===== src/rtl/ibex_multdiv_arbiter.sv =====
// Two-port arbiter in front of one shared multi-cycle multiply/divide unit (IDLE -> BUSY -> RESP).
// Optional MDARB_RR_EN selects round-robin arbitration; without it port 0 has fixed priority.
module ibex_multdiv_arbiter #(
  parameter int CYC_W = 6
) (
  input  logic             clk_i,
  input  logic             rst_i,
  input  logic [1:0]       req_valid_i,
  output logic [1:0]       req_ready_o,
  input  logic [3:0]       req_operator_i,
  input  logic [3:0]       req_signed_mode_i,
  input  logic [63:0]      req_op_a_i,
  input  logic [63:0]      req_op_b_i,
  output logic             md_mult_en_o,
  output logic             md_div_en_o,
  output logic [1:0]       md_operator_o,
  output logic [1:0]       md_signed_mode_o,
  output logic [31:0]      md_op_a_o,
  output logic [31:0]      md_op_b_o,
  input  logic [31:0]      md_result_i,
  input  logic             md_valid_i,
  output logic             rsp_valid_o,
  input  logic             rsp_ready_i,
  output logic             rsp_id_o,
  output logic [31:0]      rsp_result_o,
  output logic [CYC_W-1:0] rsp_cycles_o
);

  typedef enum logic [1:0] {S_IDLE, S_BUSY, S_RESP} state_t;

  localparam logic [CYC_W-1:0] CYC_ONE = CYC_W'(1);
  localparam logic [CYC_W-1:0] CYC_MAX = '1;

  state_t           r_state, w_state_nxt;
  logic             r_gid;
  logic [1:0]       r_operator;
  logic [1:0]       r_signed_mode;
  logic [31:0]      r_op_a;
  logic [31:0]      r_op_b;
  logic             r_rsp_id;
  logic [31:0]      r_result;
  logic [CYC_W-1:0] r_cycles;
  logic [CYC_W-1:0] r_cnt;
  logic [CYC_W-1:0] w_cnt_inc;
  logic             w_grant;
  logic             w_gid;

`ifdef MDARB_RR_EN
  logic r_rr_ptr;
  // The pointer only breaks ties; a lone requester always wins.
  assign w_gid = (req_valid_i == 2'b11) ? r_rr_ptr : ~req_valid_i[0];
`else
  assign w_gid = ~req_valid_i[0];
`endif

  assign w_cnt_inc = (r_cnt == CYC_MAX) ? r_cnt : r_cnt + CYC_ONE;

  always_comb begin
    w_state_nxt  = r_state;
    w_grant      = 1'b0;
    req_ready_o  = 2'b00;
    md_mult_en_o = 1'b0;
    md_div_en_o  = 1'b0;
    case (r_state)
      S_IDLE: begin
        // Gated by reset so the accept strobe cannot leak while the state is being forced.
        if (!rst_i && (|req_valid_i)) begin
          w_grant     = 1'b1;
          req_ready_o = w_gid ? 2'b10 : 2'b01;
          w_state_nxt = S_BUSY;
        end
      end
      S_BUSY: begin
        md_mult_en_o = ~r_operator[1];
        md_div_en_o  = r_operator[1];
        if (md_valid_i) w_state_nxt = S_RESP;
      end
      S_RESP: begin
        if (rsp_ready_i) w_state_nxt = S_IDLE;
      end
      default: w_state_nxt = S_IDLE;
    endcase
  end

  always_ff @(posedge clk_i or posedge rst_i) begin
    if (rst_i) begin
      r_state       <= S_IDLE;
      r_gid         <= 1'b0;
      r_operator    <= 2'b00;
      r_signed_mode <= 2'b00;
      r_op_a        <= 32'd0;
      r_op_b        <= 32'd0;
      r_rsp_id      <= 1'b0;
      r_result      <= 32'd0;
      r_cycles      <= '0;
      r_cnt         <= '0;
`ifdef MDARB_RR_EN
      r_rr_ptr      <= 1'b0;
`endif
    end else begin
      r_state <= w_state_nxt;
      if (w_grant) begin
        r_gid         <= w_gid;
        r_operator    <= w_gid ? req_operator_i[3:2]    : req_operator_i[1:0];
        r_signed_mode <= w_gid ? req_signed_mode_i[3:2] : req_signed_mode_i[1:0];
        r_op_a        <= w_gid ? req_op_a_i[63:32]      : req_op_a_i[31:0];
        r_op_b        <= w_gid ? req_op_b_i[63:32]      : req_op_b_i[31:0];
        r_cnt         <= '0;
`ifdef MDARB_RR_EN
        r_rr_ptr      <= ~r_rr_ptr;
`endif
      end
      if (r_state == S_BUSY) begin
        r_cnt <= w_cnt_inc;
        // The completion cycle itself is part of the reported busy time.
        if (md_valid_i) begin
          r_result <= md_result_i;
          r_cycles <= w_cnt_inc;
          r_rsp_id <= r_gid;
        end
      end
    end
  end

  assign md_operator_o    = r_operator;
  assign md_signed_mode_o = r_signed_mode;
  assign md_op_a_o        = r_op_a;
  assign md_op_b_o        = r_op_b;
  assign rsp_valid_o      = (r_state == S_RESP);
  assign rsp_id_o         = r_rsp_id;
  assign rsp_result_o     = r_result;
  assign rsp_cycles_o     = r_cycles;

endmodule


===== config.mk =====
export PLATFORM = sky130hd
export DESIGN_NAME = ibex_multdiv_arbiter
export DESIGN_NICKNAME = d
export VERILOG_FILES = /design/src/rtl/ibex_multdiv_arbiter.sv
export SDC_FILE = /design/constraint.sdc
export NUM_CORES = 1
export LEC_CHECK = 0
export BUFFER_PORTS_ARGS = -buffer_cell sky130_fd_sc_hd__buf_2
export CAP_MARGIN = 20
export CORE_MARGIN = 4
export CORE_UTILIZATION = 45
export DETAILED_ROUTE_END_ITERATION = 10
export MAX_ROUTING_LAYER = met4
export PLACE_DENSITY = 0.85
export SYNTH_ARGS = -nofsm -noshare
export SYNTH_HDL_FRONTEND = slang
export SYNTH_SLANG_ARGS = --single-unit
export TNS_END_PERCENT = 100

===== constraint.sdc =====
create_clock -name clk_i -period 6.9 [get_ports clk_i]
set_clock_uncertainty 0.15 [all_clocks]
set_input_delay 1.38 -clock clk_i [delete_from_list [all_inputs] [get_ports clk_i]]
set_output_delay 1.38 -clock clk_i [all_outputs]
set_load 0.01 [all_outputs]

==> results of run 1 <==
[worst register-to-register path, stage by stage, from the launching register on]
cell and delay (ns):
dfrtp_1 0.45, nor3_2 0.28, o21a_4 0.60, buf_4 0.68, mux2_4 0.38
[Yosys cell counts, drive strengths merged]
| library cell | n | area [µm²] |
|---|---|---|
| xnor2 | 1 | 8.76 |
| a21oi | 3 | 15.0 |
| nor2 | 6 | 22.5 |
| nand3 | 3 | 15.0 |
| a22o | 1 | 8.76 |
| o211ai | 1 | 7.51 |
| o21a | 2 | 16.3 |
| a311o | 1 | 10.0 |
| a221o | 1 | 10.0 |
| a21o | 1 | 7.51 |
| a31oi | 3 | 18.8 |
| dfrtp | 116 | 2900 |
| a211oi | 3 | 22.5 |
| and4 | 4 | 35.0 |
| mux2 | 136 | 1780 |
| o31a | 1 | 8.76 |
| inv | 6 | 22.5 |
| and3b | 1 | 8.76 |
| nand4 | 1 | 6.26 |
| nand3b | 1 | 7.51 |
| ha | 1 | 12.5 |
| nor3 | 3 | 20.0 |
| nand2b | 2 | 12.5 |
| nor2b | 1 | 6.26 |
| clkbuf | 10 | 37.5 |
| buf | 18 | 224 |
| mux2i | 1 | 10.0 |
| o21ai | 5 | 25.0 |
| and3 | 3 | 18.8 |
| and2 | 2 | 12.5 |
| o31ai | 2 | 15.0 |
| a211o | 1 | 8.76 |
| nor4 | 3 | 18.8 |
| nand2 | 103 | 387 |
[area by class of cell]
cell class / instances / area, µm²
diodes: 1 / 2.50
clock buffers: 18 / 439
clock inverters: 14 / 200
fillers: 983 / 4460
inverters: 6 / 25.0
multi-input cells: 297 / 2560
flip-flops and latches: 116 / 2900
well taps: 168 / 210
repair buffers: 290 / 1460
[metrics by stage]
stage	std cells	instance area [µm²]	util	worst slack, ns
after floorplan	447	5740	-	2.30
after global placement	877	7160	0.584	3.13
after detailed placement	877	7160	0.584	3.12
after CTS	909	7800	0.636	3.10
after global routing	909	7800	0.636	3.00
final	910	7800	0.636	3.09
[power by group]
group          internal, W  switching (W)
Combinational     0.000654       0.000581
Clock             0.000618       0.000317
Sequential         0.00100       0.000202
Total              0.00227        0.00110
[flip-flops by register name, indices dropped and copies added, names as in the netlist]
register	cells
r_cnt	6
md_operator_o	2
r_gid	1
md_op_a_o	32
rsp_id_o	1
md_signed_mode_o	2
rsp_result_o	32
r_state	2
md_op_b_o	32
rsp_cycles_o	6
[layer usage]
layer	GRT usage	vias up	routed length, µm
met5	-	-	0
met4	0.0722	0	242
met3	0.0522	22	1030
met2	0.338	186	7330
met1	0.240	2050	5970
li1	-	2105	-
[kinds of logic (layout without fill, tap and decap cells)]
kind of cell             Yosys count  after routing  synth area share
XOR/XNOR                           1              1           0.00153
AO/OA/AOI/OAI                     25             25            0.0303
other                              0              1                 0
AND/OR/NAND/NOR                  133            133            0.0994
adder cells (fa/ha/maj)            1              1           0.00218
flip-flops                       116            116             0.506
buffers and inverters             34            328            0.0495
multiplexers                     137            137             0.311
[path summary, 6_finish.rpt]
check                                                   from                            to  slack, ns  cells past startpoint
min in group asynchronous                              rst_i   rsp_result_o[2]$_DFFE_PP0P_       0.93                      2
max in group asynchronous                              rst_i     md_op_b_o[18]$_DFFE_PP0P_       4.43                      3
worst min register to register  rsp_result_o[21]$_DFFE_PP0P_  rsp_result_o[21]$_DFFE_PP0P_       0.32                      2
worst min-delay path            rsp_result_o[21]$_DFFE_PP0P_  rsp_result_o[21]$_DFFE_PP0P_       0.32                      2
worst max register to register        r_state[0]$_DFFE_PP0P_      md_op_b_o[8]$_DFFE_PP0P_       4.24                      4
worst max-delay path                          req_valid_i[0]                req_ready_o[1]       3.09                      4
==> flow_summary.json, run 1 <==
{
  "gp_congestion": 0.817,
  "timing.final.crit_share": 0.552,
  "critPathBufInv": 2,
  "slew_headroom": 0.459,
  "crit_chain": "buf_2 > o21ai_0 > nor2_1 > buf_2",
  "die_area_mm2": 0.0146,
  "yosys_warnings": 0,
  "netlist_area_mm2": 0.00574,
  "total_power_w": 0.00337,
  "drtIter0Drc": 223,
  "cts_setup_buffers": 0,
  "cts-buffers-inserted": 17,
  "cts_tree": "yes",
  "vias": 4363,
  "area_growth_syn_to_layout_pct": 36.0,
  "core_area_mm2": 0.0123,
  "initial_utilization": 0.468,
  "routedWlPerCell_um": 16.0,
  "grt_pass1_vias": 4470,
  "path_class": "primary input to output pin",
  "crit_path_start_kind": "primary input",
  "synth_nets": 622,
  "synth_seq_cells": 116,
  "cts_root_buf": "clkbuf_16",
  "cp_common_cell": "buf_2",
  "outcome": "finished clean",
  "max_freq_mhz": 263,
  "grt_first_pass_wirelength_mm": 22.7,
  "io_pins": 286,
  "avgSynthCellArea_um2": 12.8,
  "num_rows": 40,
  "drc_errors": 0,
  "drt_pre_antenna_iters": 5,
  "portBuffers": 285,
  "leakage_nw": 4.08,
  "antenna_found_initial": 0,
  "drive_gt1_frac": 0.622,
  "setup_tns_ns": 0,
  "htreeDepth": 4,
  "tightestPinTransition_ns": 0.811,
  "post-dp-hpwl_mm": 10.7,
  "cp_max_fo": 9,
  "maxCapViolations": 0,
  "vias_per_cell": 4.79,
  "postRouteAntennaNets": 0,
  "clk_pin_slew_worst_paths_ns": 0.06,
  "cp-end-kind": "output pin",
  "worst_ep_required_time_ns": 5.37,
  "cp.arrival_ns": 2.28,
  "rsz0062_at_grt": "no",
  "gr-total-overflow": 0,
  "clock_sinks": 116,
  "grt_use_total": 0.203,
  "synth_cells": 447,
  "hold_viol_final": 0,
  "ys_seq_area_frac": 0.506,
  "grt_max_degree": 67,
  "clk_latency_ns": 0.40,
  "slew_violations": 0,
  "final_common_cell": "buf_2",
  "final_cell_mix": "buf_2, dfrtp_1, nand2_1",
  "min_path_type": "register to register",
  "cts_buffer_depth": 2,
  "critPathMaxStageDelay_ns": 0.49,
  "die-height_um": 121,
  "ys_types": 40,
  "cts_hold_buf": 0,
  "critPathTopFamily": "compound AO/OA/AOI/OAI gates",
  "totalWireLength_mm": 14.6,
  "die_w_um": 121,
  "vdd_drop_max_mv": 0.266,
  "final_nets": 903,
  "fin_hold_ws_ns": 0.316,
  "slowest_stage": "o21ai_0",
  "setup_viol": 0,
  "finalCriticalPeriod_ns": 3.81,
  "p_per_area_mw_per_mm2": 433,
  "cts_resized": 0
}
Note: power is estimated with default switching activity, not from simulation.
==> run 2, diff against run 1 <==
CORE_UTILIZATION = 42   (was 45)
PLACE_DENSITY = 0.83   (was 0.85)
clock period = 3.25 ns   (was 6.9 ns; I/O delays follow)
==> run 2 against run 1 <==
- register-to-register slack worse by 3.0 ns
- flip-flop and latch count stayed put
- largest power group unchanged
- power is 110% higher
- routed wire length is 1.7% higher
- die area is 6.7% higher
- utilization is 4.5 points lower
- design area is 0.79% higher
- first-iteration DRC count is 25% lower
==> flow_summary.json, run 2 (same netlist as run 1, synthesis figures left out) <==
{
  "cts_hold_buf": 0,
  "slew_headroom": 0.445,
  "io_pins": 286,
  "die_area_mm2": 0.0156,
  "postRouteAntennaNets": 0,
  "worst_ep_required_time_ns": 2.45,
  "crit_path_start_kind": "register",
  "tightestPinTransition_ns": 0.831,
  "globalRouteMet3Util": 0.0476,
  "setup_viol": 0,
  "cts_root_buf": "clkbuf_16",
  "top_usage_layer": "met2",
  "clock_sinks": 116,
  "final_nets": 909,
  "critPathMaxStageDelay_ns": 0.43,
  "clk_latency_ns": 0.40,
  "drive_gt1_frac": 0.620,
  "cts_setup_buffers": 0,
  "cp-end-kind": "output pin",
  "grt_first_pass_wirelength_mm": 23.8,
  "gr-total-overflow": 0,
  "drc_errors": 0,
  "final_common_cell": "buf_2",
  "crit_chain": "nor3_2 > o21ai_0 > buf_4 > nor2_1 > buf_2",
  "p_per_area_mw_per_mm2": 904,
  "maxCapViolations": 0,
  "antenna_found_initial": 0,
  "cts_resized": 0,
  "final_cell_mix": "buf_2, dfrtp_1, nand2_1",
  "rsz0062_at_grt": "no",
  "num_rows": 42,
  "gp_congestion": 0.868,
  "totalWireLength_mm": 14.8,
  "grt_use_total": 0.194,
  "vias_per_cell": 4.81,
  "leakage_nw": 4.10,
  "path_class": "register to output pin",
  "htreeDepth": 4,
  "portBuffers": 285,
  "routedWlPerCell_um": 16.0,
  "fin_util": 0.591,
  "initial_utilization": 0.432,
  "multiInputGateArea_mm2": 0.00256,
  "cts_tree": "yes",
  "seqCellArea_mm2": 0.00290,
  "hold_viol_final": 0,
  "grt_max_degree": 117,
  "die-height_um": 125,
  "grt_util_met2": 0.322,
  "critPathBufInv": 2,
  "cp.arrival_ns": 1.60,
  "antennaDiodeCount": 0,
  "area_growth_syn_to_layout_pct": 37.0,
  "critPathTopFamily": "flip-flops",
  "core_area_mm2": 0.0133,
  "setup_tns_ns": 0,
  "timing.final.crit_share": 0.739,
  "cts-buffers-inserted": 17,
  "finalCriticalPeriod_ns": 2.40,
  "vias": 4437,
  "clk_pin_slew_worst_paths_ns": 0.05,
  "slew_violations": 0,
  "cts_buffer_depth": 2,
  "min_path_type": "primary input to register",
  "drtIter0Drc": 168,
  "die_w_um": 125,
  "vdd_drop_max_mv": 0.474,
  "post-dp-hpwl_mm": 11.1,
  "drt_pre_antenna_iters": 4,
  "max_freq_mhz": 416,
  "cp_max_fo": 6,
  "outcome": "finished clean",
  "fillers": 1098,
  "grt_pass1_vias": 4669,
  "slowest_stage": "dfrtp_1",
  "use_met1": 0.232
}
-- run 2: power breakdown --
group          switching (W)  total [W]  internal (W)  leakage, nW
sequential          0.000414    0.00254       0.00213         1.40
clock               0.000614    0.00191       0.00130        0.294
combinational        0.00123    0.00265       0.00142         2.41
-- run 2: final timing paths --
kind / slack [ns] / to / cells after the start / from
setup reg to reg: 1.20 / md_op_b_o[19]$_DFFE_PP0P_ / 4 / r_state[0]$_DFFE_PP0P_
setup / recovery: 0.85 / req_ready_o[1] / 5 / r_state[0]$_DFFE_PP0P_
hold / removal: 0.29 / rsp_result_o[31]$_DFFE_PP0P_ / 3 / md_result_i[31]
max in group asynchronous: 2.20 / md_op_b_o[27]$_DFFE_PP0P_ / 3 / rst_i
hold reg to reg: 0.32 / rsp_id_o$_DFFE_PP0P_ / 2 / rsp_id_o$_DFFE_PP0P_
min in group asynchronous: 0.30 / r_state[0]$_DFFE_PP0P_ / 3 / rst_i
-- run 2: metal layers --
| metal | routed length, µm | share of wire |
|---|---|---|
| met1 | 6110 | 0.41 |
| met2 | 7530 | 0.51 |
| met4 | 287 | 0.019 |
| met5 | 0 | 0 |
| met3 | 872 | 0.059 |
-- run 2: final cells by class --
type                            instances  share of cell area
Inverter                                6             0.00334
Clock buffer                           22              0.0578
Timing Repair Buffer                  296               0.197
Multi-Input combinational cell        297               0.325
Tap cell                              176              0.0280
Sequential cell                       116               0.369
Clock inverter                         10              0.0197
-- run 2: per-stage QoR --
step                total power (W)  hold slack, ns  cells  area, µm²  setup WS (ns)
finish                      0.00711           0.291    923       7860          0.847
global route                0.00754           0.277    923       7860          0.734
CTS                         0.00719           0.268    923       7860          0.818
detailed placement          0.00524           0.306    891       7250          0.929
global placement            0.00514           0.303    891       7250          0.957
floorplan                   0.00420           0.341    447       5740           1.04
-- run 2: worst register-to-register path: stages, from the launching register on --
cell and delay, ns:
dfrtp_1 0.43, nor3_2 0.27, o21a_4 0.42, buf_4 0.33, mux2_4 0.33
==> run 3, diff against run 2 <==
CORE_UTILIZATION = 45   (was 42)
PLACE_DENSITY = 0.85   (was 0.83)
clock period = 2.4 ns   (was 3.25 ns; I/O delays follow)
==> run 3 against run 2 <==
- sequential power up 36%
- non-clock buffer count up 7
- sequential share of layout area down 0.63 points
- via count shrank 0.86%
- largest cell class unchanged
==> flow_summary.json, run 3 (same netlist as run 1, synthesis figures left out) <==
{
  "cts_root_buf": "clkbuf_16",
  "cp_max_fo": 7,
  "setup_viol": 0,
  "clock_power_share": 0.288,
  "max_freq_mhz": 449,
  "final_cell_mix": "buf_2, dfrtp_1, nand2_1",
  "vias": 4399,
  "vias_per_cell": 4.77,
  "grt_first_pass_wirelength_mm": 22.8,
  "top_usage_layer": "met2",
  "combPwrFrac": 0.365,
  "cp-end-kind": "output pin",
  "cts_setup_buffers": 0,
  "postRouteAntennaNets": 0,
  "gp_congestion": 0.801,
  "totalWireLength_mm": 14.6,
  "timing.final.crit_share": 0.928,
  "drc_errors": 0,
  "maxCapViolations": 0,
  "crit_path_start_kind": "register",
  "num_rows": 40,
  "grt_util_met2": 0.349,
  "cts_tree": "yes",
  "initial_utilization": 0.468,
  "clock_sinks": 116,
  "use_met1": 0.234,
  "drtIter0Drc": 226,
  "finalCriticalPeriod_ns": 2.23,
  "final_nets": 916,
  "drive_gt1_frac": 0.625,
  "grt_use_total": 0.205,
  "switchingPower_w": 0.00308,
  "area_growth_syn_to_layout_pct": 39.4,
  "io_pins": 286,
  "die-height_um": 121,
  "cts-buffers-inserted": 17,
  "core_area_mm2": 0.0123,
  "portBuffers": 285,
  "p_per_area_mw_per_mm2": 1240,
  "cp.arrival_ns": 1.60,
  "min_path_type": "primary input to async pin",
  "gr-total-overflow": 0,
  "grt_pass1_vias": 4569,
  "cts_hold_buf": 0,
  "place_ws_ns": 0.385,
  "die_area_mm2": 0.0146,
  "htreeDepth": 4,
  "seq_power_share": 0.347,
  "routedWlPerCell_um": 15.8,
  "post-dp-hpwl_mm": 10.9,
  "slew_violations": 0,
  "setup_ws_ns": 0.172,
  "p_sw_frac": 0.310,
  "slew_headroom": 0.691,
  "globalRouteMet3Util": 0.0559,
  "setup_tns_ns": 0,
  "rsz0062_at_grt": "no",
  "vdd_drop_max_mv": 0.680,
  "outcome": "finished clean",
  "leakage_nw": 4.18,
  "final_common_cell": "buf_2",
  "grt_max_degree": 89,
  "clk_latency_ns": 0.41,
  "die_w_um": 121,
  "drt_pre_antenna_iters": 4,
  "cts_buffer_depth": 2,
  "clk_pin_slew_worst_paths_ns": 0.05,
  "path_class": "register to output pin",
  "hold_viol_final": 0,
  "antenna_found_initial": 1,
  "worst_ep_required_time_ns": 1.77,
  "p_int_w": 0.00686,
  "cts_resized": 0,
  "tightestPinTransition_ns": 0.463
}
[run 3: worst paths after layout]
path | from | to | slack, ns | cells past startpoint
max in group asynchronous | rst_i | md_op_b_o[11]$_DFFE_PP0P_ | 1.64 | 3
worst min-delay path | rst_i | md_op_a_o[30]$_DFFE_PP0P_ | 0.07 | 3
worst min register to register | rsp_result_o[0]$_DFFE_PP0P_ | rsp_result_o[0]$_DFFE_PP0P_ | 0.32 | 2
worst max register to register | r_state[0]$_DFFE_PP0P_ | md_op_b_o[15]$_DFFE_PP0P_ | 0.46 | 4
min in group clk_i | md_result_i[6] | rsp_result_o[6]$_DFFE_PP0P_ | 0.11 | 3
worst max-delay path | r_state[0]$_DFFE_PP0P_ | md_div_en_o | 0.17 | 3
[run 3: worst max-delay path: stages, from the launching register on]
cell     delay (ns)
dfrtp_1        0.44
nor2b_1        0.40
and2_1         0.20
buf_2          0.14
[run 3: metrics by stage]
step	std cells	instance area (µm²)	hold WS [ns]	power [W]	utilization
after CTS	922	8000	0.0581	0.0101	0.652
after floorplan	447	5740	0.341	0.00569	-
after detailed placement	890	7320	0.307	0.00713	0.597
final	923	8000	0.0671	0.00995	0.652
after global placement	890	7320	0.302	0.00700	0.597
after global routing	923	8000	0.0851	0.0105	0.652
[run 3: area by class of cell]
class                           count  area (µm²)
Clock buffer                       23         478
Antenna cell                        1        2.50
Inverter                            6        26.3
Multi-Input combinational cell    297        2560
Timing Repair Buffer              303        1620
Fill cell                         933        4260
Clock inverter                      9         198
Sequential cell                   116        2900
Tap cell                          168         210
[run 3: metal layers]
layer	vias up	wire, µm
li1	2125	-
met1	2069	5950
met2	181	7380
met3	24	1010
met4	0	227
met5	-	0
[run 3: power by group through the flow]
stage | clock network [W] | registers [W] | logic [W]
2_1_floorplan | 0 | 0.00381 | 0.00187
3_3_place_gp | 0 | 0.00343 | 0.00358
3_5_place_dp | 0 | 0.00344 | 0.00369
4_1_cts | 0.00292 | 0.00345 | 0.00369
5_1_grt | 0.00300 | 0.00358 | 0.00392
6_report | 0.00287 | 0.00345 | 0.00363
